--- src/rtl/spi_controller_if.sv ---
// Host-side request/response bundle for spi_controller.
// master = requester (drives request fields), slave = controller.
interface spi_controller_if;
  logic        i_Valid;
  logic        o_Ready;
  logic        i_WriteEnable;
  logic [14:0] i_RegisterNumber;
  logic [15:0] i_RegisterValue;
  logic        o_Done;
  logic [15:0] o_ReadData;

  modport master (
    output i_Valid,
    output i_WriteEnable,
    output i_RegisterNumber,
    output i_RegisterValue,
    input  o_Ready,
    input  o_Done,
    input  o_ReadData
  );

  modport slave (
    input  i_Valid,
    input  i_WriteEnable,
    input  i_RegisterNumber,
    input  i_RegisterValue,
    output o_Ready,
    output o_Done,
    output o_ReadData
  );
endinterface

--- src/rtl/spi_controller.sv ---
// SPI mode-0 master: one 32-bit frame per accepted request.
// Ports: i_Clock, i_Reset (sync, active-high), bus (request/response),
//        o_SPI_SCK, o_SPI_MOSI, i_SPI_MISO (serial pins).
module spi_controller #(
  parameter int CLKS_PER_HALF_BIT = 4,
  parameter int GAP_CYCLES        = 4
) (
  input  logic             i_Clock,
  input  logic             i_Reset,
  spi_controller_if.slave  bus,
  output logic             o_SPI_SCK,
  output logic             o_SPI_MOSI,
  input  logic             i_SPI_MISO
);

  localparam int HW = (CLKS_PER_HALF_BIT > GAP_CYCLES) ?
                      CLKS_PER_HALF_BIT : GAP_CYCLES;
  localparam int CW = $clog2(HW);

  localparam logic [CW-1:0] HALF_LAST = CW'(CLKS_PER_HALF_BIT - 1);
  localparam logic [CW-1:0] GAP_LAST  = CW'(GAP_CYCLES - 1);

  localparam logic [1:0] IDLE  = 2'd0;
  localparam logic [1:0] SHIFT = 2'd1;
  localparam logic [1:0] GAP   = 2'd2;

  logic [1:0]    state;
  logic [31:0]   tx;
  logic [15:0]   rx;
  logic [4:0]    bit_cnt;
  logic [CW-1:0] half_cnt;
  logic          sck;
  logic          ready;
  logic          done;
  logic [15:0]   read_data;

  // MOSI is the top of the transmit register; it is cleared
  // whenever the line must idle low.
  assign o_SPI_MOSI     = tx[31];
  assign o_SPI_SCK      = sck;
  assign bus.o_Ready    = ready;
  assign bus.o_Done     = done;
  assign bus.o_ReadData = read_data;

  always_ff @(posedge i_Clock) begin
    if (i_Reset) begin
      state     <= IDLE;
      tx        <= '0;
      rx        <= '0;
      bit_cnt   <= '0;
      half_cnt  <= '0;
      sck       <= 1'b0;
      ready     <= 1'b1;
      done      <= 1'b0;
      read_data <= '0;
    end else begin
      done <= 1'b0;
      unique case (state)
        IDLE: begin
          if (bus.i_Valid) begin
            tx       <= {bus.i_WriteEnable,
                         bus.i_RegisterNumber,
                         bus.i_RegisterValue};
            ready    <= 1'b0;
            bit_cnt  <= 5'd31;
            half_cnt <= '0;
            state    <= SHIFT;
          end
        end
        SHIFT: begin
          if (half_cnt != HALF_LAST) begin
            half_cnt <= half_cnt + CW'(1);
          end else begin
            half_cnt <= '0;
            if (!sck) begin
              sck <= 1'b1;
              // 16-bit window keeps only the last 16 bits received
              rx  <= {rx[14:0], i_SPI_MISO};
            end else begin
              sck <= 1'b0;
              if (bit_cnt == 5'd0) begin
                tx    <= '0;
                state <= GAP;
              end else begin
                bit_cnt <= bit_cnt - 5'd1;
                tx      <= {tx[30:0], 1'b0};
              end
            end
          end
        end
        GAP: begin
          if (half_cnt != GAP_LAST) begin
            half_cnt <= half_cnt + CW'(1);
          end else begin
            half_cnt  <= '0;
            done      <= 1'b1;
            read_data <= rx;
            ready     <= 1'b1;
            state     <= IDLE;
          end
        end
        default: state <= IDLE;
      endcase
    end
  end

endmodule

--- src/flat_wrapper.sv ---
// flat-port wrapper written by rule: the top's interface ports become plain ports
module spi_controller_flat 
#(
  parameter int CLKS_PER_HALF_BIT = 4,
  parameter int GAP_CYCLES        = 4
)
  (i_Clock, i_Reset, o_SPI_SCK, o_SPI_MOSI, i_SPI_MISO, bus_i_Valid, bus_i_WriteEnable, bus_i_RegisterNumber, bus_i_RegisterValue, bus_o_Ready, bus_o_Done, bus_o_ReadData);
  spi_controller_if bus_i ();
  input  logic i_Clock;
  input  logic i_Reset;
  output logic o_SPI_SCK;
  output logic o_SPI_MOSI;
  input  logic i_SPI_MISO;
  input wire logic [$bits(bus_i.i_Valid)-1:0] bus_i_Valid;
  input wire logic [$bits(bus_i.i_WriteEnable)-1:0] bus_i_WriteEnable;
  input wire logic [$bits(bus_i.i_RegisterNumber)-1:0] bus_i_RegisterNumber;
  input wire logic [$bits(bus_i.i_RegisterValue)-1:0] bus_i_RegisterValue;
  output wire logic [$bits(bus_i.o_Ready)-1:0] bus_o_Ready;
  output wire logic [$bits(bus_i.o_Done)-1:0] bus_o_Done;
  output wire logic [$bits(bus_i.o_ReadData)-1:0] bus_o_ReadData;
  assign bus_i.i_Valid = bus_i_Valid;
  assign bus_i.i_WriteEnable = bus_i_WriteEnable;
  assign bus_i.i_RegisterNumber = bus_i_RegisterNumber;
  assign bus_i.i_RegisterValue = bus_i_RegisterValue;
  assign bus_o_Ready = bus_i.o_Ready;
  assign bus_o_Done = bus_i.o_Done;
  assign bus_o_ReadData = bus_i.o_ReadData;
  spi_controller #(.CLKS_PER_HALF_BIT(CLKS_PER_HALF_BIT), .GAP_CYCLES(GAP_CYCLES)) u_core (.i_Clock(i_Clock), .i_Reset(i_Reset), .bus(bus_i), .o_SPI_SCK(o_SPI_SCK), .o_SPI_MOSI(o_SPI_MOSI), .i_SPI_MISO(i_SPI_MISO));
endmodule
--- config.mk ---
export PLATFORM = sky130hd
export DESIGN_NAME = spi_controller_flat
export DESIGN_NICKNAME = d
export VERILOG_FILES = /design/src/rtl/spi_controller_if.sv /design/src/rtl/spi_controller.sv /design/src/flat_wrapper.sv
export SDC_FILE = /design/constraint.sdc
export NUM_CORES = 1
export LEC_CHECK = 0
export CAP_MARGIN = 20
export CORE_MARGIN = 4
export CORE_UTILIZATION = 48
export DETAILED_ROUTE_END_ITERATION = 10
export PLACE_DENSITY = 0.86
export SLEW_MARGIN = 20
export SYNTH_ARGS = -nofsm -noshare
export SYNTH_HDL_FRONTEND = slang
export SYNTH_SLANG_ARGS = --single-unit
--- constraint.sdc ---
create_clock -name i_Clock -period 1.7 [get_ports i_Clock]
set_clock_uncertainty 0.1 [all_clocks]
set_input_delay 0.34 -clock i_Clock [delete_from_list [all_inputs] [get_ports i_Clock]]
set_output_delay 0.34 -clock i_Clock [all_outputs]
set_load 0.01 [all_outputs]
* After elaboration in Yosys (flattened, before gate mapping)
Cells that the tools add are included.
** Word-level totals
- Input bits :: 36
- Logic and storage cells :: 62
- Flip-flop bits (word level) :: 76
- Output and inout port bits :: 20
** Cells by class
- $add $sub $neg :: 2
- Multiplexer cells :: 24
- Equal/unequal tests :: 9
- Bitwise logic cells :: 3
- Reduce and logical (&&, ||, !) cells :: 15
** Operator list (number)
- 32-bit two-way mux :: 4
- 32-bit one-hot mux with 2 select lines :: 1
- 5-bit two-way mux :: 4
- 2-bit two-way mux :: 7
- 2-bit inequality test (second input constant) :: 5
- 5-bit one-hot mux with 2 select lines :: 1
- 5-bit AND reduction :: 2
- 2-bit one-hot mux with 3 select lines :: 1
- 2-bit AND reduction :: 3
- 3-bit AND reduction :: 2
- 2-bit nonzero test :: 3
- 5-bit zero test :: 1
- 5-bit by 1-bit subtractor with 5-bit output (second input constant) :: 1
- 1-bit two-way mux :: 4
- 2-bit by 1-bit inequality test with 1-bit output (second input constant) :: 2
- 2-bit one-hot mux with 2 select lines :: 1
- 4-bit AND reduction :: 1
- 2-bit OR reduction :: 2
- 1-bit inverter :: 3
- 2-bit by 1-bit adder with 2-bit output (second input constant) :: 1
- 2-bit by 1-bit equality test with 1-bit output (second input constant) :: 1
- 2-bit equality test (second input constant) :: 1
- 2-bit zero test :: 1
- 1-bit one-hot mux with 2 select lines :: 1

* Depth between registers and ports, before layout
Gate-level depths: netlist (run 1).
- Depth after elaboration :: 5
- Mapped depth :: 8
- Depth with buffers taken out :: 5

* Worst setup path after synthesis (run 1)
Ideal clock, no wire load.
- Path kind :: reg-to-reg
- Start :: reg u_core.bit_cnt[0]
- End :: reg u_core.state[0]
- Path slack :: -0.148 ns
- Buffers on the path :: 1
- Clock period less this slack :: 1.848 ns
- Arrival time :: 1.676 ns
- Required time :: 1.528 ns
- Library setup time :: 0.072 ns
- Cell stages (with the launch flop) :: 7
- Cell sequence :: dfxtp_1 inv_1 ha_1 or4b_1 buf_2 a2111oi_4 mux2i_1
** On the way
- Longest elaborated chain between the ends :: 3
** RTL lines
- from (decl) :: RTL line spi_controller.sv:30 : logic [4:0] bit_cnt;
- from (signal assigned) :: RTL line spi_controller.sv:85 : bit_cnt <= bit_cnt - 5'd1;
- 5-bit zero test :: RTL line spi_controller.sv:81 : if (bit_cnt == 5'd0) begin
- 2-bit by 1-bit inequality test with 1-bit output (no line)
- 5-bit AND reduction (no line)
- to (signal assigned) :: RTL line spi_controller.sv:83 : state <= GAP;
- to (signal assigned) :: RTL line spi_controller.sv:99 : state <= IDLE;
- to (signal assigned) :: RTL line spi_controller.sv:102 : default: state <= IDLE;
- to (decl) :: RTL line spi_controller.sv:27 : logic [1:0] state;
No other way between the ends.
A chain may end at the register's enable or synchronous reset.

* Worst setup path after layout (run 1)
- Start :: reg u_core.bit_cnt[1]
- End :: reg u_core.state[0]
The elaborated chain is that of the path after synthesis.

==> results.md, run 1 <==
* Final Hold Fails at 0
* IO Port Bufs at 55
* H-tree level count at 3
* Commonest non-fill, non-tap cell in the layout: nand2_1
* R2R cell count at 5
* Post-Syn Instances at 405
* R2r endpoint: u_core.state[0]
* Routed wire length at 10.02 mm
* Cts hold-fix bufs at 0
* Via count of the first global-routing pass at 3250
* Final cell area excluding filler cells at 4971 um2
* Maximum VDD drop at 802.3 uV
* CTS Buffer Depth at 2
* Core ar. at 6794 um2
* CP Class: register to register
* Average size of a mapped cell at 8.276 um2
* Commonest cells after routing, fill and taps aside: 91 x nand2_1, 71 x dfxtp_1, 48 x a21oi_1, 36 x clkdlybuf4s50_1, 32 x buf_4
* Die Span X at 91.57 um
* Area delta synth->final at 48.30%
* First-pass GRT wire length at 14.90 mm
* Routed Antenna Nets at 0
* Root buf cell: clkbuf_8
* Clk slew on worst S/H paths at 0.08 ns
* Top FF cell, synth: dfxtp_1
* Diodes inserted at 0
* Distinct cells, synth at 46
* Setup slack after layout at -0.1195 ns
* Pwr dens at 1448 nW/um2
* Share of cells above drive strength 1 at 22.65%
* Core Rows at 30
* Die Ht at 91.57 um
* Crit path capture type: register
* Drt via density at 5.819
* Synth warnings at 0
* Max cap viols at 0
* GRT overflow at 0
* Post-place setup slack at -0.4258 ns
* Starting Density at 49.34%
* Final Hold Slack at 0.1752 ns
* Crit share post-route at 107.0%
* DRT Pass-1 Iters at 5
* Violated checks: negative setup slack
* DR vias at 3410
* Worst hold path type: primary input to register
* Number of synthesized register bits at 76
* Status: finished, violations left
* Drt wl/cell at 17.09 um
* Gr usage total at 21.52%
* Max Slew Vio Count at 0
* Crit path DAT at 2.00 ns
* Pin count of the biggest net entering global routing at 40
* Total die area at 8384 um2
* Reg-to-Reg Start: u_core.bit_cnt[1]
* Residual DRC at 0
* CP Max Fanout at 5
* Slew @ Worst Pin at 0.3909 ns
* Total CTS buffers at 9
* Mapped Area at 3352 um2
* Post-synth EDFFs at 0
* Minimum clock period at 1.819 ns
* Final Setup Violations at 11
* Gp weighted congestion at 0.7874
* Post-DP HPWL at 5.532 mm
* RSZ-0062 raised after global routing: true
* Post-synth ARST share at 0%
* Setup crit end: u_core.state[0]
* Clock sinks at 76
* Critical path data required time at 1.88 ns
* Initial antenna violation count at 0
* CP startpoint kind: register
* Syn Nets at 446
* Register area share after synthesis at 45.39%
* Fmax at 0.5496 GHz
* Pwr Total at 0.007197 W
* Crit path from: u_core.bit_cnt[1]
* Final #Nets at 526
* Relative slew slack at 73.90%
* Cell Area, Placed at 4227 um2
* Post-placement cell count at 551
* CTS tree: yes
* Leakage at 1.998 nW
* Clock latency on the worst-skew pair at 0.35 ns
* R2R setup slack at -0.12 ns
* Non-Filler Instances at 586
* First DRT Iteration DRCs at 320
* IO Pins at 56
==> registers in the layout, indices dropped and copies added, names as in the netlist <==
signal / cells
u_core.tx: 32
u_core.bus.o_ReadData: 16
u_core.rx: 16
u_core.bit_cnt: 5
u_core.half_cnt: 2
u_core.state: 2
u_core.bus.o_Done: 1
u_core.bus.o_Ready: 1
u_core.o_SPI_SCK: 1
==> through the flow <==
stage,setup TNS [ns],utilization [%]
after floorplan,-0.06687,-
after global placement,-6.467,62.21
after detailed placement,-9.771,62.21
after CTS,-1.358,67.68
after global routing,-1.625,73.17
final,-0.5657,73.17
==> logic make-up (layout without fill, tap and decap cells) <==
family	count (synthesis)	after routing	synth area share [%]
compound gates	131	131	27.21
fa+ha+maj	5	5	1.866
buf+inv	62	147	7.391
flops	76	76	45.39
mux	5	5	1.530
simple gates	126	126	16.61
==> routing by layer <==
metal	vias up	wire (um)	share of wire (%)	global-route usage, %
li1	1605	-	-	-
met1	1614	4151	41	25.39
met2	153	4946	49	37.31
met3	38	617	6.2	5.634
met4	0	302	3.0	7.789
met5	-	0	0	0
==> Yosys cell counts, drive strengths merged, types with 2 or more instances <==
master  count  area share [%]
o211ai     19             4.3
clkbuf     23             2.6
nor2        3            0.34
a31o        2            0.52
nor2b       3            0.56
o22ai      12             2.2
nand3b      2            0.45
nor4        2            0.37
o41ai       2            0.52
mux2i       4             1.2
a21oi      48             7.2
nand3      14             2.2
o21ai       2            0.30
a32oi       2            0.52
ha          5             1.9
o311ai     20             5.2
a211oi     13             2.9
buf        14             2.0
nand2      92              10
dfxtp      76              45
inv        24             2.7
==> worst min-delay path by stage <==
stage                              start  depth (start not counted)  slack [ns]                        end
5_1_grt                          i_Reset                          2        0.19               u_core.tx[0]
2_1_floorplan              u_core.rx[15]                          2        0.33  u_core.bus.o_ReadData[15]
6_report                         i_Reset                          2        0.18               u_core.tx[0]
3_3_place_gp               u_core.rx[15]                          2        0.34              u_core.rx[15]
4_1_cts                          i_Reset                          2        0.16               u_core.tx[0]
3_5_place_dp   u_core.bus.o_ReadData[13]                          2        0.35  u_core.bus.o_ReadData[13]
==> where the power goes <==
group | switching (W) | internal [W] | total, W | leakage [nW]
clock | 0.000686 | 0.000909 | 0.00159 | 0.112
sequential | 0.000252 | 0.00210 | 0.00235 | 0.622
combinational | 0.00159 | 0.00166 | 0.00325 | 1.26
total | 0.00252 | 0.00467 | 0.00720 | 2.00
==> worst max-delay path, stage by stage (launching register included) <==
cell and delay, ns:
dfxtp_2 0.34, inv_2 0.07, ha_4 0.13, or4b_4 0.54, a2111oi_4 0.35, mux2i_1 0.21
==> area by class of cell <==
cell class,count,area [um2]
clock inverter,5,83.83
timing repair buffer,106,1171
multi-input combinational,267,1818
clock buffer,11,151.4
tap,96,120.1
inverter,25,96.34
fill,467,1823
sequential,76,1530
==> what timing repair did <==
action / CTS / global route
gates resized for setup: 32 / 55
setup endpoints to repair: 67 / 59
buffers inserted: 5 / 9
hold endpoints to repair: 0 / 0
pin swaps: 4 / 28
cloned: 1 / 5
Note: power is estimated with default switching activity, not from simulation.
==> run 2: changes to the inputs <==
--- a/config.mk
+++ b/config.mk
@@ -7,9 +7,10 @@
 export LEC_CHECK = 0
 export CAP_MARGIN = 20
 export CORE_MARGIN = 4
-export CORE_UTILIZATION = 48
+export CORE_UTILIZATION = 53
 export DETAILED_ROUTE_END_ITERATION = 10
-export PLACE_DENSITY = 0.86
+export MAX_ROUTING_LAYER = met4
+export PLACE_DENSITY = 0.9
 export SLEW_MARGIN = 20
 export SYNTH_ARGS = -nofsm -noshare
 export SYNTH_HDL_FRONTEND = slang
==> constraint.sdc (replaced) <==
create_clock -name i_Clock -period 1.8 [get_ports i_Clock]
set_clock_uncertainty 0.1 [all_clocks]
set_input_delay 0.36 -clock i_Clock [delete_from_list [all_inputs] [get_ports i_Clock]]
set_output_delay 0.36 -clock i_Clock [all_outputs]
set_load 0.01 [all_outputs]
==> results.md, run 2 (synthesis gave the netlist of run 1 again) <==
* Status: finished, violations left
* Violated checks: negative setup slack
* Share of cells above drive strength 1 at 22.45% (-0.20 points)
* Via count of the first global-routing pass at 3210 (-1.2%)
* Pin count of the biggest net entering global routing at 33 (-18%)
* Area delta synth->final at 42.40%
* CTS Buffer Depth at 2 (unchanged)
* Slew @ Worst Pin at 0.5294 ns (+0.1384 ns)
* Core ar. at 6026 um2 (-11%)
* CP startpoint kind: register
* Final #Nets at 526 (unchanged)
* Cts hold-fix bufs at 0 (unchanged)
* DR vias at 3512 (+3.0%)
* Residual DRC at 0 (unchanged)
* Die Span X at 87.53 um (-4.4%)
* Largest Register: u_core.tx
* Critical path data required time at 2.01 ns (+0.13 ns)
* Crit path capture type: register
* CP Max Fanout at 6 (+1)
* Total die area at 7661 um2 (-8.6%)
* Clock sinks at 76 (unchanged)
* IO Pins at 56 (unchanged)
* Setup slack after layout at -0.1185 ns (+0.0009390 ns)
* Slowest library cell on the worst path: a311oi_1
* Post-DP HPWL at 5.671 mm (+2.5%)
* Commonest non-fill, non-tap cell in the layout: nand2_1
* Critical path cell sequence: inv_1, ha_4, mux2_2, buf_4, a311oi_1, a41o_1
* Max Slew Vio Count at 0 (unchanged)
* First-pass GRT wire length at 14.97 mm (+0.42%)
* Gr usage total at 25.32% (+3.8 points)
* Final Hold Fails at 0 (unchanged)
* Setup TNS at -0.1969 ns (+0.3688 ns)
* Pwr dens at 1367 nW/um2 (-5.6%)
* Total CTS buffers at 9 (unchanged)
* DRT Pass-1 Iters at 5 (unchanged)
* Non-Filler Instances at 565 (-3.6%)
* Maximum VDD drop at 1155 uV (+44%)
* Net Sw Frac at 36.73% (+1.7 points)
* First DRT Iteration DRCs at 264 (-18%)
* RSZ-0062 raised after global routing: true
* Clock latency on the worst-skew pair at 0.37 ns (+0.02 ns)
* CTS tree: yes
* Routed wire length at 10.78 mm (+7.6%)
* H-tree level count at 3 (unchanged)
* Cell Area, Placed at 4130 um2 (-2.3%)
* Max FFs per register at 32 (unchanged)
* Clk slew on worst S/H paths at 0.08 ns (about the same)
* Worst hold path type: primary input to register
* Leakage at 1.710 nW (-14%)
* Starting Density at 55.63% (+6.3 points)
* Relative slew slack at 64.62% (-9.3 points)
* Sw Pwr at 0.002397 W (-5.0%)
* CP max stage delay at 0.40 ns (-0.14 ns)
* Clk pwr share at 22.8% (+0.6 points)
* Max cap viols at 0 (unchanged)
* GRT overflow at 0 (unchanged)
* Power share of the sequential group at 33.7% (+1.0 points)
* Crit share post-route at 106.6% (-0.44 points)
* Drt wl/cell at 19.07 um (+12%)
* Fmax at 0.5212 GHz (-5.2%)
* Routed Antenna Nets at 0 (unchanged)
* Root buf cell: clkbuf_8
* Final Util at 79.22% (+6.0 points)
* Gp weighted congestion at 0.8372 (+6.3%)
* Final cell area excluding filler cells at 4773 um2 (-4.0%)
* Die Ht at 87.53 um (-4.4%)
* Diodes inserted at 0 (unchanged)
* Final Setup Violations at 4 (-7)
* Core Rows at 28 (-6.7%)
* Pint at 0.004129 W (-12%)
* CP Class: register to register
* Minimum clock period at 1.919 ns (+0.09906 ns)
* Drt via density at 6.216 (+6.8%)
* IO Port Bufs at 55 (unchanged)
* Initial antenna violation count at 0 (unchanged)
* Post-placement cell count at 534 (-3.1%)
* Combinational share of power at 43.5% (-1.7 points)
* Commonest cells after routing, fill and taps aside: 91 x nand2_1, 70 x dfxtp_1, 53 x clkdlybuf4s50_1, 48 x a21oi_1, 36 x buf_4
* Crit path DAT at 2.13 ns (+0.13 ns)
run 2: cell types whose count changed in the layout (fill, tap and decap cells not counted), sizes merged:
cell | previous run | this run
buf | 47 | 50
clkbuf | 16 | 12
inv | 24 | 26
clkinv | 2 | 3
clkdlybuf4s50 | 36 | 53
dlymetal6s2s | 15 | 0
dlygate4sd2 | 3 | 1
clkinvlp | 2 | 0
run 2: per-layer routing:
| metal | share of wire [%] | track usage, % | vias up |
|---|---|---|---|
| met5 | 0 | - | - |
| met4 | 3.4 | 8.229 | 0 |
| met3 | 5.8 | 6.339 | 41 |
| met2 | 52 | 42.47 | 157 |
| met1 | 39 | 29.63 | 1705 |
| li1 | - | - | 1609 |
run 2: stage by stage:
| step | total power (W) | hold slack, ns | worst slack, ns |
|---|---|---|---|
| finish | 0.006526 | 0.3219 | -0.1185 |
| floorplan | 0.003473 | 0.3321 | 0.0004596 |
| CTS | 0.005820 | 0.3113 | -0.009883 |
| global placement | 0.004073 | 0.3440 | -0.1329 |
| global route | 0.006773 | 0.3255 | -0.1308 |
| detailed placement | 0.004174 | 0.3497 | -0.2609 |
run 2: timing repair:
action | in CTS | in global routing
endpoints found under the setup margin | 46 | 54
buffers inserted | 4 | 8
cloned | 0 | 3
resized for setup | 30 | 47
pin swaps | 1 | 3
run 2: worst paths after layout:
check	startpoint	endpoint	slack [ns]	depth (start not counted)
worst min register to register	u_core.bus.o_ReadData[7]	u_core.bus.o_ReadData[7]	0.36	2
worst min-delay path	i_Reset	u_core.bus.o_Ready	0.32	3
worst max register to register	u_core.state[0]	u_core.bit_cnt[2]	-0.12	6
worst max-delay path	u_core.state[0]	u_core.bit_cnt[2]	-0.12	6
run 2: power groups by stage:
| stage | clock network, W | logic, W | registers (W) |
|---|---|---|---|
| after detailed placement | 0 | 0.00199 | 0.00218 |
| after CTS | 0.00147 | 0.00219 | 0.00216 |
| final | 0.00149 | 0.00284 | 0.00220 |
| after global routing | 0.00155 | 0.00300 | 0.00222 |
| after floorplan | 0 | 0.00132 | 0.00215 |
| after global placement | 0 | 0.00191 | 0.00217 |
run 2: area by class of cell:
type / count / area (um2)
Inverter: 25 / 93.84
Fill cell: 347 / 1252
Timing Repair Buffer: 106 / 1018
Sequential cell: 76 / 1529
Clock inverter: 6 / 95.09
Tap cell: 75 / 93.84
Multi-Input combinational cell: 267 / 1815
Clock buffer: 10 / 127.6
run 2: critical path: cells and delay by family, from the launching register on:
family,cells,cell delay (ns)
buffers and inverters,2,0.29
multiplexers,1,0.37
AO/OA/AOI/OAI,2,0.54
flip-flops,1,0.35
adder cells (fa/ha/maj),1,0.21
